===== src/rtl/exe_muldiv_if.sv =====
// exe_muldiv_if: issue and write-back bundle of the EXE-stage mul/div unit.
// The master issues operations; the slave returns HI/LO results and stall status.
interface exe_muldiv_if;
   logic        start;
   logic [1:0]  op;
   logic [31:0] a;
   logic [31:0] b;
   logic        flush;
   logic        stall_req;
   logic        busy;
   logic        done;
   logic        hi_wena;
   logic        lo_wena;
   logic [31:0] hi_out;
   logic [31:0] lo_out;
   logic        div_by_zero;

   modport master (
      output start, op, a, b, flush,
      input  stall_req, busy, done, hi_wena, lo_wena,
      input  hi_out, lo_out, div_by_zero
   );

   modport slave (
      input  start, op, a, b, flush,
      output stall_req, busy, done, hi_wena, lo_wena,
      output hi_out, lo_out, div_by_zero
   );
endinterface


===== src/rtl/exe_muldiv.sv =====
// exe_muldiv: iterative MULT/MULTU/DIV/DIVU unit for the EXE stage.
// Multi-cycle multiply plus radix-2 restoring divide with sign fix-up.
module exe_muldiv #(
   parameter int MUL_CYCLES = 2
) (
   input logic          clk,
   input logic          rst,
   exe_muldiv_if.slave  bus
);

   localparam logic [2:0] IDLE = 3'd0;
   localparam logic [2:0] MUL  = 3'd1;
   localparam logic [2:0] DIV  = 3'd2;
   localparam logic [2:0] FIX  = 3'd3;
   localparam logic [2:0] DONE = 3'd4;

   localparam logic [4:0] MUL_LAST = 5'(MUL_CYCLES - 1);

   logic [2:0]  state;
   logic [2:0]  state_nx;
   logic [4:0]  cnt;
   logic [31:0] a_r;
   logic [31:0] b_r;
   logic        sign_a;
   logic        sign_b;
   logic [31:0] rem;
   logic [31:0] quo;
   logic [31:0] dvs;
   logic        busy_r;
   logic [31:0] hi_r;
   logic [31:0] lo_r;
   logic        dz_r;

   logic        is_signed;
   logic        b_zero;
   logic [31:0] a_mag;
   logic [31:0] b_mag;
   logic [63:0] prod;
   logic [32:0] rem_sh;
   logic [31:0] quo_sh;
   logic        rem_ge;
   logic [31:0] rem_sub;
   logic [31:0] quo_fix;
   logic [31:0] rem_fix;

   assign is_signed = ~bus.op[0];
   assign b_zero    = (bus.b == 32'd0);
   assign a_mag     = (is_signed & bus.a[31]) ? -bus.a : bus.a;
   assign b_mag     = (is_signed & bus.b[31]) ? -bus.b : bus.b;

   // sign bits are zero for unsigned ops, so extension covers both cases
   assign prod = {{32{sign_a}}, a_r} * {{32{sign_b}}, b_r};

   assign rem_sh  = {rem, quo[31]};
   assign quo_sh  = {quo[30:0], 1'b0};
   assign rem_ge  = (rem_sh >= {1'b0, dvs});
   assign rem_sub = rem_sh[31:0] - dvs;

   assign quo_fix = (sign_a ^ sign_b) ? -quo : quo;
   assign rem_fix = sign_a ? -rem : rem;

   always_comb begin
      state_nx = state;
      if (bus.flush) begin
         state_nx = IDLE;
      end else begin
         case (state)
            IDLE: begin
               if (bus.start) begin
                  if (!bus.op[1])  state_nx = MUL;
                  else if (b_zero) state_nx = DONE;
                  else             state_nx = DIV;
               end
            end
            MUL:     if (cnt == MUL_LAST) state_nx = DONE;
            DIV:     if (cnt == 5'd31)    state_nx = FIX;
            FIX:     state_nx = DONE;
            DONE:    state_nx = IDLE;
            default: state_nx = IDLE;
         endcase
      end
   end

   always_ff @(posedge clk or negedge rst) begin
      if (!rst) begin
         state  <= IDLE;
         cnt    <= '0;
         a_r    <= '0;
         b_r    <= '0;
         sign_a <= 1'b0;
         sign_b <= 1'b0;
         rem    <= '0;
         quo    <= '0;
         dvs    <= '0;
         busy_r <= 1'b0;
         hi_r   <= '0;
         lo_r   <= '0;
         dz_r   <= 1'b0;
      end else begin
         state  <= state_nx;
         busy_r <= (state_nx == MUL) |
                   (state_nx == DIV) |
                   (state_nx == FIX);
         if (!bus.flush) begin
            case (state)
               IDLE: begin
                  if (bus.start) begin
                     a_r    <= bus.a;
                     b_r    <= bus.b;
                     sign_a <= is_signed & bus.a[31];
                     sign_b <= is_signed & bus.b[31];
                     cnt    <= '0;
                     rem    <= '0;
                     quo    <= a_mag;
                     dvs    <= b_mag;
                     dz_r   <= bus.op[1] & b_zero;
                     if (bus.op[1] & b_zero) begin
                        hi_r <= bus.a;
                        lo_r <= 32'hFFFF_FFFF;
                     end
                  end
               end
               MUL: begin
                  cnt <= cnt + 5'd1;
                  if (cnt == MUL_LAST) begin
                     hi_r <= prod[63:32];
                     lo_r <= prod[31:0];
                  end
               end
               DIV: begin
                  cnt <= cnt + 5'd1;
                  rem <= rem_ge ? rem_sub : rem_sh[31:0];
                  quo <= {quo_sh[31:1], rem_ge};
               end
               FIX: begin
                  hi_r <= rem_fix;
                  lo_r <= quo_fix;
               end
               default: ;
            endcase
         end
      end
   end

   assign bus.busy        = busy_r;
   assign bus.stall_req   = busy_r | ((state == IDLE) & bus.start);
   assign bus.done        = (state == DONE) & ~bus.flush;
   assign bus.hi_wena     = bus.done;
   assign bus.lo_wena     = bus.done;
   assign bus.hi_out      = hi_r;
   assign bus.lo_out      = lo_r;
   assign bus.div_by_zero = dz_r;

endmodule


===== src/flat_wrapper.sv =====
// flat-port wrapper written by rule: the top's interface ports become plain ports
module exe_muldiv_flat 
#(
   parameter int MUL_CYCLES = 2
)
  (clk, rst, bus_start, bus_op, bus_a, bus_b, bus_flush, bus_stall_req, bus_busy, bus_done, bus_hi_wena, bus_lo_wena, bus_hi_out, bus_lo_out, bus_div_by_zero);
  exe_muldiv_if bus_i ();
  input logic clk;
  input logic rst;
  input wire logic [$bits(bus_i.start)-1:0] bus_start;
  input wire logic [$bits(bus_i.op)-1:0] bus_op;
  input wire logic [$bits(bus_i.a)-1:0] bus_a;
  input wire logic [$bits(bus_i.b)-1:0] bus_b;
  input wire logic [$bits(bus_i.flush)-1:0] bus_flush;
  output wire logic [$bits(bus_i.stall_req)-1:0] bus_stall_req;
  output wire logic [$bits(bus_i.busy)-1:0] bus_busy;
  output wire logic [$bits(bus_i.done)-1:0] bus_done;
  output wire logic [$bits(bus_i.hi_wena)-1:0] bus_hi_wena;
  output wire logic [$bits(bus_i.lo_wena)-1:0] bus_lo_wena;
  output wire logic [$bits(bus_i.hi_out)-1:0] bus_hi_out;
  output wire logic [$bits(bus_i.lo_out)-1:0] bus_lo_out;
  output wire logic [$bits(bus_i.div_by_zero)-1:0] bus_div_by_zero;
  assign bus_i.start = bus_start;
  assign bus_i.op = bus_op;
  assign bus_i.a = bus_a;
  assign bus_i.b = bus_b;
  assign bus_i.flush = bus_flush;
  assign bus_stall_req = bus_i.stall_req;
  assign bus_busy = bus_i.busy;
  assign bus_done = bus_i.done;
  assign bus_hi_wena = bus_i.hi_wena;
  assign bus_lo_wena = bus_i.lo_wena;
  assign bus_hi_out = bus_i.hi_out;
  assign bus_lo_out = bus_i.lo_out;
  assign bus_div_by_zero = bus_i.div_by_zero;
  exe_muldiv #(.MUL_CYCLES(MUL_CYCLES)) u_core (.clk(clk), .rst(rst), .bus(bus_i));
endmodule

===== config.mk =====
export PLATFORM = sky130hd
export DESIGN_NAME = exe_muldiv_flat
export DESIGN_NICKNAME = d
export VERILOG_FILES = /design/src/rtl/exe_muldiv_if.sv /design/src/rtl/exe_muldiv.sv /design/src/flat_wrapper.sv
export SDC_FILE = /design/constraint.sdc
export NUM_CORES = 2
export LEC_CHECK = 0
export BUFFER_PORTS_ARGS = -buffer_cell sky130_fd_sc_hd__buf_2
export CORE_MARGIN = 10
export CORE_UTILIZATION = 55
export DETAILED_ROUTE_END_ITERATION = 12
export PLACE_DENSITY = 0.7
export SKIP_LAST_GASP = 1
export SYNTH_ARGS = -nofsm -noshare
export SYNTH_HDL_FRONTEND = slang
export SYNTH_SLANG_ARGS = --single-unit

===== constraint.sdc =====
create_clock -name clk -period 25.3 [get_ports clk]
set_input_delay 5.06 -clock clk [delete_from_list [all_inputs] [get_ports clk]]
set_output_delay 5.06 -clock clk [all_outputs]
set_load 0.02 [all_outputs]

# After elaboration in Yosys (flattened, before gate mapping)
# Cells that the tools add are included.
dict set report totals {
  romBits 0
  n_memories 0
  latchBits 0
  mem_bits_rw 0
  wordCells 80
  register_bits 236
}
dict set report classes {
  shift 0
  order_cmp 1
  reduce_logical 10
  mul 1
  bitwise_logic 11
  addsub 6
  div 0
  n_mux 26
  eq_ne 12
}
# op n
set op_table {}
lappend op_table {{32-bit 2-to-1 mux} 13}
lappend op_table {{32-bit case mux with 3 select lines} 2}
lappend op_table {{32-bit negator} 4}
lappend op_table {{32-bit case mux with 2 select lines} 2}
lappend op_table {{33-bit by 33-bit multiplier with 64-bit output} 1}
lappend op_table {{33-bit by 32-bit >= comparator with 1-bit output} 1}
lappend op_table {{32-bit zero test} 1}
lappend op_table {{32-bit subtractor} 1}
lappend op_table {{3-bit 2-to-1 mux} 6}
lappend op_table {{3-bit by 2-bit equality test with 1-bit output (second input constant)} 4}
lappend op_table {{3-bit case mux with 4 select lines} 1}
lappend op_table {{5-bit case mux with 2 select lines} 1}
lappend op_table {{3-bit AND reduction} 3}
lappend op_table {{3-bit by 1-bit equality test with 1-bit output (second input constant)} 2}
lappend op_table {{5-bit by 1-bit adder with 5-bit output (second input constant)} 1}
lappend op_table {{1-bit bitwise AND} 5}
lappend op_table {{5-bit by 1-bit equality test with 1-bit output (second input constant)} 1}
lappend op_table {{5-bit equality test (second input constant)} 1}
lappend op_table {{5-bit 2-to-1 mux} 1}
lappend op_table {{5-bit AND reduction} 1}
lappend op_table {{2-bit by 1-bit != test with 1-bit output (second input constant)} 2}
lappend op_table {{2-bit nonzero test} 2}
lappend op_table {{3-bit equality test (second input constant)} 1}
lappend op_table {{3-bit zero test} 1}
lappend op_table {{other kinds (6)} 9}

# Longest topological paths before layout
dict set report logic_depth {
  word_depth 9
  ltp_mapped 32
  mapped_depth_nobuf 28
}

# Least setup slack after synthesis
# No wires, ideal clock.
dict set report synth_timing {
  path_kind {in2out}
  start {input bus_flush}
  end {output bus_hi_wena}
  slack_ns 14.131
  path_stages 2
  required_time_ns 20.240
  arrival_ns 6.109
  path_cell_list {nor4_1 buf_4}
}
dict set report synth_between {
  elab_chain_len 2
}
# element line
set synth_lines {}
lappend synth_lines {{start: declaration} flat_wrapper.sv:14} ;# input wire logic [$bits(bus_i.flush)-1:0] bus_flush;
lappend synth_lines {{1-bit inverter (no line)} n/a}
lappend synth_lines {{1-bit bitwise AND} exe_muldiv.sv:147} ;# assign bus.done = (state == DONE) & ~bus.flush;
lappend synth_lines {{end: declaration} flat_wrapper.sv:18} ;# output wire logic [$bits(bus_i.hi_wena)-1:0] bus_hi_wena;
# Every way passes these cells.

# Worst setup path in the final report
dict set report layout_timing {
  start {input bus_flush}
  end {output bus_done}
}
dict set report layout_between {
  elab_chain_len 2
}
# element line
set layout_lines {}
lappend layout_lines {{1-bit inverter (no line)} n/a}
lappend layout_lines {{1-bit bitwise AND} exe_muldiv.sv:147}
lappend layout_lines {{end: declaration} flat_wrapper.sv:17} ;# output wire logic [$bits(bus_i.done)-1:0] bus_done;
# Every way passes these cells.

==> qor.txt <==
run status - finished, final reports clean
commonest non-fill, non-tap cell in the layout - inv_1
hold violation total from the final report - 0
mux contribution to synthesized area - 0.005968
most used cells in the layout excluding fill and tap cells - 1,191 x inv_1, 1,126 x fa_1, 947 x nand2_1, 538 x and2_1, 268 x o21ai_0
minimum clock period - 10.75 ns
required time at the worst-slack endpoint - 20.24 ns
Post-synth ARST share - 1.000
maximum buffer depth of the clock tree - 3
number of flops mapped to enable cells by yosys - 0
#FFs+latches synth - 235
number of different library cells in the post-synthesis netlist - 82
type of the worst min-delay path - flip-flop to flip-flop
WS Path Type - input port to output pin
design area - 55,310 um^2
Die X-Extent - 329.9 um
starting density of the core - 0.5552
number of iterations in the first detailed-routing pass - 6
Placement Cell Area - 54,470 um^2
final number of setup-violating endpoints - 0
cell-by-cell trace of the critical path - buf_2, nor4_1, buf_2
ratio of routed vias to standard cells - 5.602
clock-pin slew on the worst setup and hold paths - 0.06 ns
clock latency on the worst-skew pair - 0.57 ns
Post-CTS Resized - 0
part of the cycle the worst path needs - 0.4248
cell with the biggest individual delay on the critical path - nor4_1
leading cell types by total area after synthesis - fa_1 43%, dfrtp_1 11%, inv_1 8.5%, nand2_1 6.7%, and2_1 6.4%
wire length of the first global-routing pass - 238,600 um
count of H-tree levels built during CTS - 1
number of sinks driven by the clock tree - 235
placeable core region - 95,150 um^2
Top cell by count, worst path - buf_2
Worst Hold Path Cells - 2
met3 usage - 0.04203
instance count of the mapped netlist - 5,956
GRT Residual Overflow - 0
clk root buf - clkbuf_16
Worst Reg2Reg Path Length in Cells - 26
GR Layer Usage met1 - 0.3682
actual transition at the worst max-transition pin - 1.289 ns
DRT antenna net count - 0
Clock Skew - 0.01640 ns
CP Capture Type - output pin
total length of routed wires - 145,900 um
aggregate negative setup slack - 0 ns
Syn Nets - 7,403
Crit Path Max Fanout - 3
die area - 108,800 um^2
Yosys warnings - 0
fraction of final layout cells with drive strength greater than 1 - 0.05144
simple logic cell fraction of the synthesized area - 0.1716
worst relative slew slack - 0.1391
kind of start point of the critical path - input port
main combinational cell family by area after synthesis - adder cells
maximum frequency from static timing analysis - 93.04 MHz
Global Route met2 Usage - 0.4627
Crit path largest cell delay - 0.28 ns
Yosys top cell by area - fa_1
area of the mapped netlist - 52,830 um^2
Routability Congestion - 0.9684
hold buffer count at cts - 0
Mean Syn Cell Area - 8.870 um^2
clock buffers created by TritonCTS - 26
area growth from synthesis to final layout - 4.701%
arrival time worst endpoint - 5.69 ns
TritonCTS clock tree - yes
# rows - 113
fraction of synthesized cell area taken by the top area cell type - 0.4267
highest-utilization routing layer at the global route stage - met2
Final HPWL DP - 117,300 um
count of nets after finishing - 7,317
primary flip-flop cell chosen by synthesis mapping - dfrtp_1
I/O pin count - 140
routed len/inst - 20.39 um
Max-Cap Viols - 0
adder and majority gate portion of the synthesized area - 0.4861
Antenna Cells - 0
gr usage total - 0.2779
number of remaining DRC errors - 0
Compound-Gate Fraction of Synth Area - 0.08173
post-CTS setup buffer count - 0
maximum number of pins on one net before global-route repair - 96
unrepaired setup endpoints after global routing - no
post-synthesis xor/xnor area fraction - 0.03448
part of the Yosys area used for sequential elements - 0.1113
antenna violations before repair - 10
count of vias placed by the detailed router - 40,080
die outline height - 329.9 um
via count of the first global-routing pass - 42,931
first-iteration detailed-routing DRC count - 2,921
Final Max Tran Viols - 0
total of buffers placed on input and output ports - 139
-- metrics by stage --
step | hold WS [ns] | cells | util | setup WS [ns]
2_1_floorplan | 0.4498 | 5956 | - | 14.13
3_5_place_dp | 0.4645 | 7107 | 0.5725 | 14.54
4_1_cts | 0.4795 | 7155 | 0.5813 | 14.54
3_3_place_gp | 0.4585 | 7107 | 0.5725 | 14.50
5_1_grt | 0.4956 | 7155 | 0.5813 | 14.42
6_report | 0.4763 | 7155 | 0.5813 | 14.55
-- kinds of logic after synthesis --
kind of cell	after synthesis
AO/OA/AOI/OAI	701
XOR/XNOR	208
adder cells (fa/ha/maj)	1377
buffers and inverters	1522
flip-flops	235
multiplexers	31
AND/OR/NAND/NOR	1882
-- cells in the mapped netlist (13+ instances only) --
library cell,number
fa_1,1126
inv_1,1191
nor2_1,136
nand2_1,947
o21ai_0,268
o31ai_1,25
nor2b_1,44
o22ai_1,15
buf_2,15
nor3_1,29
o211ai_1,26
xnor2_1,129
nand2b_1,36
a31oi_1,39
xor2_1,79
a211oi_1,20
dfrtp_1,235
a21o_1,54
or3_1,26
o21a_1,13
mux2i_1,27
a21oi_1,149
and3_1,21
ha_1,251
nand4_1,17
nand3_1,35
clkbuf_1,302
and2_1,538
nor4_1,14
-- state kept, by name, summed over array words and instances (netlist names), 5 cells and up --
signal	count
u_core.a_r	32
u_core.cnt	5
u_core.bus.lo_out	32
u_core.bus.hi_out	32
u_core.b_r	31
u_core.quo	32
u_core.rem	32
u_core.dvs	32
-- worst paths after layout --
kind | start | slack (ns) | end
setup / recovery | bus_flush | 14.55 | bus_done
setup reg to reg | u_core.a_r[10] | 15.90 | u_core.bus.hi_out[22]
hold / removal | u_core.b_r[10] | 0.48 | u_core.b_r[10]
hold reg to reg | u_core.b_r[10] | 0.48 | u_core.b_r[10]
min in group asynchronous | rst | 4.49 | u_core.rem[8]
max in group asynchronous | rst | 18.45 | u_core.a_r[11]
-- layer usage --
| metal | part of all wire | vias up |
|---|---|---|
| li1 | - | 17763 |
| met1 | 0.40 | 20424 |
| met2 | 0.48 | 1571 |
| met3 | 0.078 | 304 |
| met4 | 0.041 | 18 |
| met5 | 0.00089 | - |
-- area by class of cell --
| type | instances | area, um^2 |
|---|---|---|
| multi-input cells | 4199 | 41240 |
| clock inverters | 10 | 93.84 |
| flip-flops and latches | 235 | 5891 |
| inverters | 1192 | 4474 |
| fillers | 8419 | 39840 |
| clock buffers | 38 | 745.7 |
| repair buffers | 216 | 1284 |
| well taps | 1265 | 1583 |
-- worst max-delay path, delay by kind of cell --
family / cells / cell delay, ns
buf+inv: 2 / 0.35
simple gates: 1 / 0.28
Power is not shown: default switching activity piles up to over one toggle a cycle in this logic, so the estimate is an artifact.
